$ cat src/rtl/feeder_pkg.sv
// rtl/feeder_pkg.sv - shared types and constants for the codec sample feeder
package feeder_pkg;

  typedef enum logic [1:0] {PRIME, RUN, GUARD} feeder_state_t;

  typedef logic signed [15:0] sample_t;

  localparam logic [15:0] UNDERRUN_MAX = 16'hFFFF;

endpackage

$ cat src/rtl/codec_sample_feeder_if.sv
// rtl/codec_sample_feeder_if.sv - codec write-port handshake between feeder and audio codec
interface codec_sample_feeder_if #(
  parameter int DATA_W = 16
);

  logic              write_ready;
  logic              write;
  logic [DATA_W-1:0] writedata_left;
  logic [DATA_W-1:0] writedata_right;

  modport master (
    input  write_ready,
    output write,
    output writedata_left,
    output writedata_right
  );

  modport slave (
    output write_ready,
    input  write,
    input  writedata_left,
    input  writedata_right
  );

endinterface

$ cat src/rtl/sample_fifo.sv
// rtl/sample_fifo.sv - register-array sample FIFO with registered fill/flags and sticky overflow
module sample_fifo #(
  parameter  int DATA_W = 16,
  parameter  int DEPTH  = 16,
  localparam int PTR_W  = $clog2(DEPTH),
  localparam int FILL_W = PTR_W + 1
) (
  input  logic              clk,
  input  logic              reset_n,
  input  logic              push,
  input  logic [DATA_W-1:0] push_data,
  input  logic              pop,
  output logic [DATA_W-1:0] pop_data,
  output logic              full,
  output logic              empty,
  output logic [FILL_W-1:0] fill,
  output logic              overflow
);

  localparam logic [FILL_W-1:0] DEPTH_F = FILL_W'(DEPTH);

  logic [DATA_W-1:0] mem [DEPTH];
  logic [PTR_W-1:0]  wr_ptr;
  logic [PTR_W-1:0]  rd_ptr;
  logic              push_ok;
  logic              pop_ok;
  logic [FILL_W-1:0] fill_nxt;

  // A pop frees a slot in the same cycle, so a full FIFO still accepts a push.
  assign pop_ok   = pop && !empty;
  assign push_ok  = push && (!full || pop_ok);
  assign pop_data = mem[rd_ptr];

  always_comb begin
    fill_nxt = fill;
    if (push_ok && !pop_ok)
      fill_nxt = fill + 1'b1;
    else if (pop_ok && !push_ok)
      fill_nxt = fill - 1'b1;
  end

  always_ff @(posedge clk) begin
    if (!reset_n) begin
      wr_ptr   <= '0;
      rd_ptr   <= '0;
      fill     <= '0;
      full     <= 1'b0;
      empty    <= 1'b1;
      overflow <= 1'b0;
    end else begin
      if (push_ok)
        wr_ptr <= wr_ptr + 1'b1;
      if (pop_ok)
        rd_ptr <= rd_ptr + 1'b1;
      fill  <= fill_nxt;
      full  <= (fill_nxt == DEPTH_F);
      empty <= (fill_nxt == '0);
      if (push && !push_ok)
        overflow <= 1'b1;
    end
  end

  always_ff @(posedge clk) begin
    if (push_ok)
      mem[wr_ptr] <= push_data;
  end

endmodule

$ cat src/rtl/codec_sample_feeder.sv
// rtl/codec_sample_feeder.sv - elastic sample stage between flash playback and the audio codec write port
module codec_sample_feeder
  import feeder_pkg::*;
#(
  parameter  int DATA_W    = 16,
  parameter  int DEPTH     = 16,
  parameter  int PRIME_LVL = 8,
  localparam int FILL_W    = $clog2(DEPTH) + 1
) (
  input  logic                     CLK_50M,
  input  logic                     reset_n,
  input  logic [DATA_W-1:0]        sample_in,
  input  logic                     sample_valid,
  input  logic                     mute,
  input  logic [2:0]               vol_shift,
  codec_sample_feeder_if.master    codec,
  output logic                     fifo_full,
  output logic                     fifo_empty,
  output logic [FILL_W-1:0]        fill_level,
  output logic [15:0]              underrun_count,
  output logic                     overflow
);

  localparam logic [FILL_W-1:0] PRIME_FILL = FILL_W'(PRIME_LVL);

  feeder_state_t            state;
  logic                     pop;
  logic [DATA_W-1:0]        pop_data;
  logic signed [DATA_W-1:0] scaled;

  sample_fifo #(
    .DATA_W (DATA_W),
    .DEPTH  (DEPTH)
  ) u_fifo (
    .clk       (CLK_50M),
    .reset_n   (reset_n),
    .push      (sample_valid),
    .push_data (sample_in),
    .pop       (pop),
    .pop_data  (pop_data),
    .full      (fifo_full),
    .empty     (fifo_empty),
    .fill      (fill_level),
    .overflow  (overflow)
  );

  assign pop    = (state == RUN) && codec.write_ready && !fifo_empty;
  assign scaled = $signed(pop_data) >>> vol_shift;

  always_ff @(posedge CLK_50M) begin
    if (!reset_n) begin
      state                 <= PRIME;
      codec.write           <= 1'b0;
      codec.writedata_left  <= '0;
      codec.writedata_right <= '0;
      underrun_count        <= '0;
    end else begin
      codec.write <= 1'b0;
      case (state)
        PRIME: begin
          if (fill_level >= PRIME_FILL)
            state <= RUN;
        end
        RUN: begin
          if (codec.write_ready) begin
            if (!fifo_empty) begin
              codec.write           <= 1'b1;
              codec.writedata_left  <= mute ? '0 : scaled;
              codec.writedata_right <= mute ? '0 : scaled;
              state                 <= GUARD;
            end else begin
              // Starved: rebuild the cushion before resuming playback.
              if (underrun_count != UNDERRUN_MAX)
                underrun_count <= underrun_count + 1'b1;
              state <= PRIME;
            end
          end
        end
        GUARD:   state <= RUN;
        default: state <= PRIME;
      endcase
    end
  end

endmodule
$ cat src/flat_wrapper.sv
// flat-port wrapper written by rule: the top's interface ports become plain ports
module codec_sample_feeder_flat import feeder_pkg::*;
#(
  parameter  int DATA_W    = 16,
  parameter  int DEPTH     = 16,
  parameter  int PRIME_LVL = 8,
  localparam int FILL_W    = $clog2(DEPTH) + 1
)
  (CLK_50M, reset_n, sample_in, sample_valid, mute, vol_shift, fifo_full, fifo_empty, fill_level, underrun_count, overflow, codec_write_ready, codec_write, codec_writedata_left, codec_writedata_right);
  codec_sample_feeder_if #(.DATA_W(DATA_W)) codec_i ();
  input  logic CLK_50M;
  input  logic reset_n;
  input  logic [DATA_W-1:0] sample_in;
  input  logic sample_valid;
  input  logic mute;
  input  logic [2:0] vol_shift;
  output logic fifo_full;
  output logic fifo_empty;
  output logic [FILL_W-1:0] fill_level;
  output logic [15:0] underrun_count;
  output logic overflow;
  input wire logic [$bits(codec_i.write_ready)-1:0] codec_write_ready;
  output wire logic [$bits(codec_i.write)-1:0] codec_write;
  output wire logic [$bits(codec_i.writedata_left)-1:0] codec_writedata_left;
  output wire logic [$bits(codec_i.writedata_right)-1:0] codec_writedata_right;
  assign codec_i.write_ready = codec_write_ready;
  assign codec_write = codec_i.write;
  assign codec_writedata_left = codec_i.writedata_left;
  assign codec_writedata_right = codec_i.writedata_right;
  codec_sample_feeder #(.DATA_W(DATA_W), .DEPTH(DEPTH), .PRIME_LVL(PRIME_LVL)) u_core (.CLK_50M(CLK_50M), .reset_n(reset_n), .sample_in(sample_in), .sample_valid(sample_valid), .mute(mute), .vol_shift(vol_shift), .codec(codec_i), .fifo_full(fifo_full), .fifo_empty(fifo_empty), .fill_level(fill_level), .underrun_count(underrun_count), .overflow(overflow));
endmodule
$ cat config.mk
export PLATFORM = sky130hd
export DESIGN_NAME = codec_sample_feeder_flat
export DESIGN_NICKNAME = d
export VERILOG_FILES = /design/src/rtl/feeder_pkg.sv /design/src/rtl/codec_sample_feeder_if.sv /design/src/rtl/sample_fifo.sv /design/src/rtl/codec_sample_feeder.sv /design/src/flat_wrapper.sv
export SDC_FILE = /design/constraint.sdc
export NUM_CORES = 1
export LEC_CHECK = 0
export BUFFER_PORTS_ARGS = -buffer_cell sky130_fd_sc_hd__buf_2
export CAP_MARGIN = 20
export CORE_MARGIN = 8
export CORE_UTILIZATION = 47
export CTS_BUF_LIST = sky130_fd_sc_hd__clkbuf_4 sky130_fd_sc_hd__clkbuf_8
export DETAILED_ROUTE_END_ITERATION = 7
export PLACE_DENSITY = 0.68
export SLEW_MARGIN = 40
export SYNTH_ARGS = -nofsm -noshare
export SYNTH_HDL_FRONTEND = slang
export SYNTH_HIERARCHICAL = 1
export SYNTH_SLANG_ARGS = --single-unit
export TNS_END_PERCENT = 10
$ cat constraint.sdc
create_clock -name CLK_50M -period 3.78 [get_ports CLK_50M]
set_clock_uncertainty 0.05 [all_clocks]
set_input_delay 0.567 -clock CLK_50M [delete_from_list [all_inputs] [get_ports CLK_50M]]
set_output_delay 0.567 -clock CLK_50M [all_outputs]
set_load 0.03 [all_outputs]
==> qor.yml <==
power.internal_mw: 5.42
drive_gt1_frac: 0.327
p_sw_frac: 0.208
slew_violations: 0
cts_buffers: 50
routed.top_layer: "met5"
avgSynthCellArea_sq_um: 18.6
seqCellArea_sq_mm: 0.00879
synth_edf_count: 256
wl_per_cell_um: 23.1
fin_ws_ps: 662
rr_worst_depth: 5
grt_use_total: 0.167
critical_path.endpoint: "u_core/codec.writedata_right[10]$_SDFFE_PN0P_"
port_buffers: 80
areaGrowthSynthToFinish_pct: 13.8
pre_cts_ws_ps: 585
synthesis.nets: 720
via_per_inst: 5.88
root_buffer: "clkbuf_8"
die_x_um: 181
grt_pass1_vias: 7129
ctsHoldBuffers: 0
gr-total-overflow: 0
total_power_mw: 6.85
fin_setup_tns_ps: 0
p_leak_nw: 5.01
hold_viol: 0
arrival_ps: 3510
rsz0062_at_grt: "false"
synth-seq-area-share: 0.688
endpoint_kind: "flop"
fillers: 2033
seqPwrFrac: 0.550
place_congestion: 0.844
drc: 0
clk-insertion-delay-late_ps: 560
clock_power_share: 0.414
dieArea_sq_mm: 0.0327
wl_met3_um: 1880
net-switching-power_mw: 1.43
setup_viol: 0
die_h_um: 181
r2r-end: "u_core/codec.writedata_right[10]$_SDFFE_PN0P_"
cp_slowest_cell: "dfxtp_4"
ys_ff_latch: 311
critPathKind: "reg2reg"
critPathMaxFanout: 32
fin_crit_sh: 0.825
power_density_mw_per_mm2: 471
clkSinkCount: 311
drt-total-wl_um: 27300
timing.fmax_mhz: 321
synth-main-ff-cell: "edfxtp_1"
cts_setup_buffers: 0
core-area_sq_mm: 0.0268
vias: 6928
reg2reg_slack_ps: 660
tightest_slew_ps: 615
drt_first_pass_iters: 5
power_frac_comb: 0.036
ys_types: 59
min_period_ps: 3120
wl_met1_um: 11300
wl_met2_um: 13600
ioPinCount: 81
netlist_area_sq_mm: 0.0128
yosysWarnings: 6
grt_pass1_wl_um: 42400
dp.final_hpwl_um: 17000
cts_max_level: 2
status: "completed"
crit_path_start_kind: "flop"
worstPathCellList: "buf_12, mux4_1, mux4_2, mux4_2, a221o_1"
peakVddDrop_v: 0.000208
rows: 60
async_reset_ff_frac: 0
n_antenna_cell: 0
multi_input_area_sq_mm: 0.00367
cts_buffer_depth: 3
cts_tree: "built"
drv_cap: 0
hold_path_class: "in2reg"
postRouteAntennaNets: 0
initial_core_util: 0.477
grt_max_degree: 36
crit_top_cell: "mux4_2"
clk_pin_slew_ps: 60
max-slew-margin-rel: 0.587
crit_required_ps: 4170
worst_path_largest_cell_delay_ps: 620
antenna_found_initial: 1
final_nets: 830
drt_first_iter_violations: 481
synth_cells: 688
ctsResizeCount: 0
## power by group through the flow
stage / combinational (mW) / sequential [mW] / clock, mW
after floorplan: 0.131 / 3.84 / 0
final: 0.249 / 3.76 / 2.83
after global placement: 0.237 / 3.83 / 0
after detailed placement: 0.250 / 3.84 / 0
after CTS: 0.251 / 3.76 / 2.91
after global routing: 0.269 / 3.77 / 3.06
## placed cells by master (no fill, tap or decap), types with 11 or more instances in the layout
| cell type | instances |
|---|---|
| edfxtp_1 | 256 |
| buf_2 | 80 |
| mux4_2 | 71 |
| clkbuf_8 | 53 |
| dfxtp_1 | 53 |
| nand2_1 | 46 |
| buf_4 | 29 |
| mux4_1 | 22 |
| and2_1 | 16 |
| clkinv_1 | 15 |
| clkbuf_4 | 15 |
| a22oi_1 | 12 |
| and3_1 | 11 |
| o21ai_0 | 11 |
| a21oi_1 | 11 |
## critical path: cells and delay by family, from the launching register on
family,cells,cell delay [ps]
AO/OA/AOI/OAI,1,340
buffers and inverters,1,310
multiplexers,3,1640
flip-flops,1,620
## metal layers
metal | track usage | vias to the layer above
met5 | 0 | -
met4 | 0.0479 | 2
met3 | 0.0411 | 46
met2 | 0.280 | 265
met1 | 0.212 | 3568
li1 | - | 3047
## flip-flops by register name (all words and copies together) (netlist names), named ones only
signal,flops
u_core/underrun_count,16
u_core/u_fifo/empty,1
u_core/u_fifo/wr_ptr,4
u_core/u_fifo/fill,5
u_core/codec.write,1
u_core/u_fifo/rd_ptr,4
u_core/state,2
u_core/u_fifo/full,1
u_core/u_fifo/mem,256
u_core/u_fifo/overflow,1
u_core/codec.writedata_right,16
## layout make-up
cell class | count | area share
tap | 341 | 0.0293
sequential | 311 | 0.605
clock buffer | 68 | 0.0579
inverter | 6 | 0.00155
timing repair buffer | 110 | 0.0439
multi-input combinational | 319 | 0.252
clock inverter | 24 | 0.0108
## cell families after synthesis
family / after synthesis / share of synthesized area
xor gates and xnor gates: 9 / 0.00675
muxes: 98 / 0.174
DFF: 311 / 0.688
and+or+nand+nor: 147 / 0.0659
adders and majority gates: 8 / 0.00783
buffers and inverters: 58 / 0.0272
AOI/OAI and AO/OA: 57 / 0.0303
## cell usage after synthesis (2+ instances only)
cell / number / area, sq um
nand3_1: 9 / 45.0
mux4_1: 22 / 578
mux4_2: 71 / 1600
or3_1: 5 / 31.3
nor3_1: 3 / 15.0
nor3b_1: 2 / 15.0
o21ai_0: 11 / 55.1
a21oi_1: 11 / 55.1
and3_1: 11 / 68.8
or4_1: 6 / 45.0
mux2_2: 2 / 22.5
buf_4: 18 / 135
nand2_1: 46 / 173
nor2_1: 10 / 37.5
buf_2: 7 / 35.0
nor2b_1: 7 / 43.8
xnor2_1: 8 / 70.1
a22oi_1: 12 / 90.1
and4_1: 6 / 52.6
a31oi_1: 3 / 18.8
mux2i_1: 3 / 30.0
nand4b_1: 2 / 17.5
and2_1: 16 / 100
nand4_1: 8 / 50.1
ha_1: 8 / 100
o211ai_1: 5 / 37.5
nand2b_1: 4 / 25.0
o31ai_1: 4 / 30.0
buf_1: 6 / 22.5
buf_6: 7 / 78.8
dfxtp_1: 55 / 1100
inv_1: 6 / 22.5
clkbuf_1: 13 / 48.8
edfxtp_1: 256 / 7690
## how the worst min path moves through the flow
stage	from	endpoint	slack, ps	cells past startpoint
detailed placement	u_core/codec.writedata_right[5]$_SDFFE_PN0P_	u_core/codec.writedata_right[5]$_SDFFE_PN0P_	390	2
finish	mute	u_core/codec.writedata_right[15]$_SDFFE_PN0P_	280	3
global route	mute	u_core/codec.writedata_right[15]$_SDFFE_PN0P_	260	3
global placement	u_core/codec.writedata_right[6]$_SDFFE_PN0P_	u_core/codec.writedata_right[6]$_SDFFE_PN0P_	390	2
CTS	mute	u_core/codec.writedata_right[15]$_SDFFE_PN0P_	240	3
floorplan	u_core/u_fifo/rd_ptr[1]$_SDFFE_PN0P_	flop	430	2
## through the flow
stage | hold slack, ps | instance area [sq um] | utilization | instances
after detailed placement | 394 | 13500 | 0.505 | 1087
after global placement | 390 | 13500 | 0.505 | 1087
final | 283 | 14500 | 0.543 | 1179
after global routing | 256 | 14500 | 0.543 | 1179
after CTS | 244 | 14500 | 0.542 | 1179
after floorplan | 430 | 12800 | - | 688
Power figures use the tool's default switching activity.
